File: src/rtl/freq_table_ctrl.sv
// Byte-frequency table sequencer: clears the count memory, increments one entry per input
// byte through a single memory port, then serves random-access readout of the counts.
module freq_table_ctrl #(
    parameter int unsigned       ADDR_W    = 10,
    parameter int unsigned       DATA_W    = 8,
    parameter logic [ADDR_W-1:0] BASE_ADDR = 10'h000
) (
    input  logic              clk,
    input  logic              rst,
    input  logic              start,
    input  logic              byte_valid,
    input  logic [7:0]        byte_data,
    output logic              byte_ready,
    input  logic              stream_done,
    input  logic              rd_req,
    input  logic [7:0]        rd_idx,
    output logic              rd_ack,
    output logic [DATA_W-1:0] rd_cnt,
    output logic [ADDR_W-1:0] mem_addr,
    output logic              mem_r,
    output logic              mem_w,
    output logic [DATA_W-1:0] mem_wdata,
    input  logic [DATA_W-1:0] mem_rdata,
    output logic              busy,
    output logic              done,
    output logic              err
);

    localparam logic [3:0] ST_IDLE     = 4'd0;
    localparam logic [3:0] ST_CLEAR    = 4'd1;
    localparam logic [3:0] ST_ACCEPT   = 4'd2;
    localparam logic [3:0] ST_READ     = 4'd3;
    localparam logic [3:0] ST_WAIT     = 4'd4;
    localparam logic [3:0] ST_WRITE    = 4'd5;
    localparam logic [3:0] ST_DONE     = 4'd6;
    localparam logic [3:0] ST_RD_ISSUE = 4'd7;
    localparam logic [3:0] ST_RD_CAP   = 4'd8;

    localparam logic [DATA_W-1:0] CNT_MAX = {DATA_W{1'b1}};

    logic [3:0]        state_q, state_d;
    logic [7:0]        idx_q, idx_d;
    logic              sat_q, sat_d;
    logic              err_q, err_d;
    logic [DATA_W-1:0] rd_cnt_q, rd_cnt_d;
    logic              rd_ack_q, rd_ack_d;
    logic [ADDR_W-1:0] addr_q, addr_d;
    logic [DATA_W-1:0] wdata_q, wdata_d;
    logic              mem_r_q, mem_r_d;
    logic              mem_w_q, mem_w_d;
    logic              ready_q, ready_d;
    logic              busy_q, busy_d;
    logic              done_q, done_d;

    // Index is zero-extended before the offset; the sum wraps at 2^ADDR_W.
    function automatic logic [ADDR_W-1:0] entry_addr(input logic [7:0] i);
        return BASE_ADDR + ADDR_W'(i);
    endfunction

    always_comb begin
        state_d  = state_q;
        idx_d    = idx_q;
        sat_d    = sat_q;
        err_d    = err_q;
        rd_cnt_d = rd_cnt_q;
        rd_ack_d = 1'b0;
        addr_d   = addr_q;
        wdata_d  = wdata_q;

        case (state_q)
            ST_IDLE: begin
                if (start) begin
                    state_d = ST_CLEAR;
                    idx_d   = 8'd0;
                    err_d   = 1'b0;
                end
            end
            ST_CLEAR: begin
                idx_d = idx_q + 8'd1;
                if (idx_q == 8'hFF) begin
                    state_d = ST_ACCEPT;
                end
            end
            ST_ACCEPT: begin
                if (byte_valid) begin
                    idx_d   = byte_data;
                    state_d = ST_READ;
                end else if (stream_done) begin
                    state_d = ST_DONE;
                end
            end
            ST_READ: begin
                state_d = ST_WAIT;
            end
            ST_WAIT: begin
                // Incremented value is prepared here so the write strobe can be a plain flop.
                sat_d   = (mem_rdata == CNT_MAX);
                wdata_d = (mem_rdata == CNT_MAX) ? mem_rdata : mem_rdata + DATA_W'(1);
                state_d = ST_WRITE;
            end
            ST_WRITE: begin
                if (sat_q) begin
                    err_d = 1'b1;
                end
                state_d = ST_ACCEPT;
            end
            ST_DONE: begin
                if (rd_req) begin
                    idx_d   = rd_idx;
                    state_d = ST_RD_ISSUE;
                end else if (start) begin
                    state_d = ST_CLEAR;
                    idx_d   = 8'd0;
                    err_d   = 1'b0;
                end
            end
            ST_RD_ISSUE: begin
                state_d = ST_RD_CAP;
            end
            ST_RD_CAP: begin
                rd_cnt_d = mem_rdata;
                rd_ack_d = 1'b1;
                state_d  = ST_DONE;
            end
            default: begin
                state_d = ST_IDLE;
            end
        endcase

        // Outputs are decoded from the next state and registered alongside it.
        mem_r_d = (state_d == ST_READ) || (state_d == ST_RD_ISSUE);
        mem_w_d = (state_d == ST_CLEAR) || (state_d == ST_WRITE);
        if (state_d == ST_CLEAR) begin
            wdata_d = '0;
        end
        if (mem_r_d || mem_w_d) begin
            addr_d = entry_addr(idx_d);
        end
        ready_d = (state_d == ST_ACCEPT);
        done_d  = (state_d == ST_DONE);
        busy_d  = (state_d != ST_IDLE) && (state_d != ST_DONE);
    end

    always_ff @(posedge clk) begin
        if (rst) begin
            state_q  <= ST_IDLE;
            idx_q    <= 8'd0;
            sat_q    <= 1'b0;
            err_q    <= 1'b0;
            rd_cnt_q <= '0;
            rd_ack_q <= 1'b0;
            addr_q   <= '0;
            wdata_q  <= '0;
            mem_r_q  <= 1'b0;
            mem_w_q  <= 1'b0;
            ready_q  <= 1'b0;
            busy_q   <= 1'b0;
            done_q   <= 1'b0;
        end else begin
            state_q  <= state_d;
            idx_q    <= idx_d;
            sat_q    <= sat_d;
            err_q    <= err_d;
            rd_cnt_q <= rd_cnt_d;
            rd_ack_q <= rd_ack_d;
            addr_q   <= addr_d;
            wdata_q  <= wdata_d;
            mem_r_q  <= mem_r_d;
            mem_w_q  <= mem_w_d;
            ready_q  <= ready_d;
            busy_q   <= busy_d;
            done_q   <= done_d;
        end
    end

    assign byte_ready = ready_q;
    assign rd_ack     = rd_ack_q;
    assign rd_cnt     = rd_cnt_q;
    assign mem_addr   = addr_q;
    assign mem_r      = mem_r_q;
    assign mem_w      = mem_w_q;
    assign mem_wdata  = wdata_q;
    assign busy       = busy_q;
    assign done       = done_q;
    assign err        = err_q;

endmodule

File: config.mk
export PLATFORM = sky130hd
export DESIGN_NAME = freq_table_ctrl
export DESIGN_NICKNAME = d
export VERILOG_FILES = /design/src/rtl/freq_table_ctrl.sv
export SDC_FILE = /design/constraint.sdc
export NUM_CORES = 1
export LEC_CHECK = 0
export BUFFER_PORTS_ARGS = -buffer_cell sky130_fd_sc_hd__buf_2
export CAP_MARGIN = 20
export CELL_PAD_IN_SITES_DETAIL_PLACEMENT = 0
export CELL_PAD_IN_SITES_GLOBAL_PLACEMENT = 1
export CORE_UTILIZATION = 35
export DETAILED_ROUTE_END_ITERATION = 7
export HOLD_SLACK_MARGIN = 0.06
export PLACE_DENSITY_LB_ADDON = 0.1
export SYNTH_ARGS = -nofsm -noshare
export SYNTH_HDL_FRONTEND = slang
export SYNTH_SLANG_ARGS = --single-unit
export TNS_END_PERCENT = 1
File: constraint.sdc
create_clock -name clk -period 3.7 [get_ports clk]
set_input_delay 0 -clock clk [delete_from_list [all_inputs] [get_ports clk]]
set_output_delay 0 -clock clk [all_outputs]
set_load 0.005 [all_outputs]
-- After elaboration in Yosys (flattened, before gate mapping)
Index checks and enable logic that the tools add are counted.
- bits in registers: 44
- bits in latches: 0
- memory bits (writable): 0
- memory bits (read-only): 0
- bits of input ports: 30
- output and inout bits: 33
- logic and storage cells: 59
- memories: 0
- $add $sub $neg: 2
- multiply operators: 0
- div/mod/pow operators: 0
- $lt $le $gt $ge: 0
- eq/ne operators: 19
- shifts and indexed selects: 0
- multiplexer cells: 16
- bitwise logic cells: 0
- reduce and logical (&&, ||, !) cells: 9
- operators by type and width (operator ; count):
    $pmux W4 S9 ; 1
    $mux W8 ; 4
    $pmux W8 S4 ; 1
    $eq A4 B3 Y1 const B ; 7
    $mux W4 ; 5
    $add A8 B1 Y8 const B ; 2
    $eq A4 B2 Y1 const B ; 4
    $eq A8 B8 Y1 const B ; 2
    $eq A4 B1 Y1 const B ; 2
    $eq A4 B4 Y1 const B ; 1
    $logic_not A4 Y1 ; 1
    $mux W1 ; 4
    $ne A2 B2 Y1 const B ; 2
    $ne A4 B3 Y1 const B ; 1
    $reduce_bool A4 Y1 ; 1
    $logic_or A1 B1 Y1 ; 3
    $pmux W1 S3 ; 1
    $reduce_and A3 Y1 ; 1
    $reduce_bool A3 Y1 ; 1
    $reduce_or A2 Y1 ; 1
    $logic_and A1 B1 Y1 ; 1

-- Logic depth before layout (Yosys ltp)
- depth in word-level cells: 6
- mapped depth: 7
- gate-level depth less buffers: 6

-- Least setup slack after synthesis
No wires, ideal clock.
- kind: register to register
- start point: register state_q[0]
- end point: register addr_q[2] (netlist: mem_addr[2])
- library setup time: 136 ps
- data arrival time: 1438 ps
- data required time: 3564 ps
- path slack: 2127 ps
- stages on the path, launching flop included: 7
- path buffers: 1
- period minus slack after synthesis: 1573 ps
- cell sequence: dfxtp_1 > buf_2 > nor2_1 > nor3_1 > a32oi_4 > a221oi_1 > a211oi_1
- longest elaborated chain between the ends: 6
- elaborated cells on any way between the ends: 23
- classes of those cells: eq/ne: 12; mux: 7; reduce/logical: 4
- ends and longest elaborated chain (item ; line ; RTL):
    start, declared ; 41 ; logic [3:0] state_q, state_d;
    start signal, assigned ; 160 ; state_q <= state_d;
    $mux W4, on equally long branches ; 72, 111, 88 ;
    $mux W4, on equally long branches ; 108, 85 ;
    $pmux W4 S9 ; 70 ; case (state_q)
    $eq A4 B2 Y1 (tied with other cells) ; 131 ; mem_r_d = (state_d == ST_READ) || (state_d == ST_RD_ISSUE);
    $logic_or A1 B1 Y1, on equally long branches ; 131, 132 ;
    $logic_or A1 B1 Y1 ; 136 ; if (mem_r_d || mem_w_d) begin
    end signal, assigned ; 166 ; addr_q <= addr_d;
    end, declared ; 47 ; logic [ADDR_W-1:0] addr_q, addr_d;
Parallel ways exist; a longest one is shown, timed or not.
A chain may end at the register's enable or synchronous reset.

-- Worst setup path after layout
- start point: register state_q[1]
- end point: register busy_q (netlist: busy)
- longest elaborated chain between the ends: 5
- elaborated cells on any way between the ends: 18
- classes of those cells: eq/ne: 9; mux: 6; reduce/logical: 3
- ends and longest elaborated chain (item ; line ; RTL):
    $mux W4, on equally long branches ; 72, 111, 88 ;
    $mux W4, on equally long branches ; 108, 85 ;
    $pmux W4 S9 (*) ; 70 ;
    $ne A4 B3 Y1 / $reduce_bool A4 Y1 (equally long branches) ; 141 ; busy_d = (state_d != ST_IDLE) && (state_d != ST_DONE);
    $logic_and A1 B1 Y1 (*) ; 141 ;
    end signal, assigned ; 171 ; busy_q <= busy_d;
    end, declared ; 52 ; logic busy_q, busy_d;
Every way passes the cells marked *; elsewhere a longest branch is shown, timed or not.

==> results_dict.tcl <==
set metrics [dict create \
    gp_congestion 0.813 \
    cts_max_path_buffers 2 \
    cp.arrival_ns 2.21 \
    final_cell_count_no_fill 392 \
    routed_wl_um 5650 \
    antenna_found_initial 0 \
    yosysTopAreaCell "dfxtp_1" \
    die_h_um 80.1 \
    critical_path_class "flop to flop" \
    synth_edf_count 0 \
    synth_top_area_frac 0.413 \
    drtIter0Drc 128 \
    dp.cells 373 \
    syn_inst 251 \
    ys_seq_elements 44 \
    fmax_mhz 484 \
    crit_slowest_cell "dfxtp_1" \
    rows 28 \
    path_max_fanout 13 \
    avgSynthCellArea_um2 8.49 \
    cellPowerDensity_nw_per_um2 342 \
    wl_per_cell_um 14.4 \
    yosysWarnings 0 \
    clock_skew_ns 0.00735 \
    area_growth_syn_to_layout_pct 24.5 \
    cap_viol_max_count 0 \
    finalSetupViolations 0 \
    end_kind "flop" \
    syn-cell-area_um2 2130 \
    relSlewSlack 0.533 \
    cts_setup_buffers 0 \
    seq_area_frac_synth 0.413 \
    status "completed" \
    vias_per_cell 5.15 \
    cp-start-kind "flop" \
    synth_top_flop_cell "dfxtp_1" \
    rsz0062_at_grt "no" \
    grt_pass1_wl_um 9170 \
    async_reset_ff_frac 0 \
    max_stage_delay_ns 0.59 \
    die-area_um2 6410 \
    maxSlewViolCount 0 \
    tns_ns 0 \
    met1_length_um 2760 \
    die_x_um 80.1 \
    layout-drive-gt1-share 0.252 \
    hold-worst-slack_ns 0.0673 \
    grt_overflow 0 \
    grtUsageTotal 0.186 \
    io_buffers 60 \
    ys_top_cells_by_area "dfxtp_1, nor2_1, nand2_1" \
    first_pass_iters 4 \
    ioPinCount 63 \
    met3_length_um 316 \
    dp_hpwl_um 3980 \
    peakVddDrop_v 0.000209 \
    p_leak_uw 0.00107 \
    detail-route-antenna-nets 0 \
    cts_tree "yes" \
    hold_violations 0 \
    cts.sink_count 44 \
    period_share 0.558 \
    required_ns 3.85 \
    tightest_slew_ns 0.700 \
    grt_pass1_vias 1850 \
    dr_total_vias 2018 \
    routed-wl-met2_um 2550 \
    cts_root_buf "clkbuf_8" \
    nets 348 \
    clkLatencyLatePin_ns 0.29 \
    top_layer_used "met4" \
    ys_types 50 \
    grt_max_degree 37 \
    crit_chain "nor2b_1 > a221oi_1 > a21boi_1 > o21bai_1 > a221oi_2" \
    path_clk_slew_ns 0.09 \
    yosys.cell_count.top_type "dfxtp_1" \
    cts_buffers 5 \
    core_um2 5890 \
    htree_levels 2 \
    route.detailed.drc 0 \
    hp-class "input pin to flop" \
    yosys-top-cells-count "dfxtp_1, nor2_1, nand2_1" \
    fin_crit_ns 2.06 \
    initial_core_util 0.362 \
    antennaDiodeCount 0 \
]
## layer usage
layer | track usage | up-vias
li1 | - | 1024
met1 | 0.256 | 934
met2 | 0.291 | 58
met3 | 0.0455 | 2
met4 | 0.0411 | 0
met5 | 0 | -
## per-stage QoR
stage               instance area [um2]  setup slack [ns]   util  total power [uW]
finish                             2650              1.64  0.451               909
global route                       2650              1.47  0.451               949
detailed placement                 2460              1.65  0.417               607
global placement                   2460              1.64  0.417               608
CTS                                2650              1.63  0.451               919
floorplan                          2140              2.13      -               565
## state kept, by name (all words and copies together) (netlist names)
register    count
idx_q           8
done            1
rd_cnt          8
sat_q           1
err             1
rd_ack          1
byte_ready      1
mem_r           1
state_q         4
mem_w           1
mem_wdata       8
busy            1
mem_addr        8
## path summary, 6_finish.rpt
kind         slack, ns              startpoint  cells past startpoint                endpoint
max               1.64   state_q[1]$_SDFF_PP0_                      5         busy$_SDFF_PP0_
min               0.07               rd_idx[0]                      4     idx_q[0]$_SDFF_PP0_
max reg2reg       1.64   state_q[1]$_SDFF_PP0_                      5         busy$_SDFF_PP0_
min reg2reg       0.46  rd_cnt[5]$_SDFFE_PP0P_                      2  rd_cnt[5]$_SDFFE_PP0P_
## where the power goes
group	internal [uW]	switching, uW	total (uW)
clock network	132	171	303
logic	49.2	60.8	110
registers	485	10.3	495
total	666	242	909
## cell usage in the layout (no fill, tap or decap), drive strengths merged, types with 7 or more instances in the layout
cell	synthesis	layout
buf	11	62
nand3	7	7
a211oi	13	13
dlygate4sd3	0	11
a21oi	17	17
dfxtp	44	44
nand2	34	34
a221oi	8	8
nor2	37	37
a22o	7	7
## worst max-delay path, delay by kind of cell, from the launching register on
| family | cells | cell delay (ns) |
|---|---|---|
| and+or+nand+nor | 1 | 0.17 |
| AOI/OAI and AO/OA | 4 | 1.15 |
| DFF | 1 | 0.59 |
## logic make-up (layout without fill, tap and decap cells)
group,after synthesis,after routing,synth area share
AO/OA/AOI/OAI,65,65,0.232
AND/OR/NAND/NOR,110,110,0.246
XOR/XNOR,8,8,0.0329
multiplexers,3,3,0.0170
other,1,2,0.00176
adder cells (fa/ha/maj),2,2,0.0117
flip-flops,44,44,0.413
buffers and inverters,18,83,0.0452
## repair_timing
| action | in CTS | in global routing |
|---|---|---|
| hold buffers | 11 | 0 |
| gates resized for setup | 0 | 0 |
| hold endpoints to repair | 11 | 0 |
## cell type report
cell class,count,area (um2)
Fill cell,632,3230
Multi-Input combinational cell,190,1160
Sequential cell,44,881
Timing Repair Buffer,73,425
Tap cell,75,93.8
Clock buffer,5,68.8
Clock inverter,3,18.8
Inverter,2,7.51
Power figures use the tool's default switching activity.
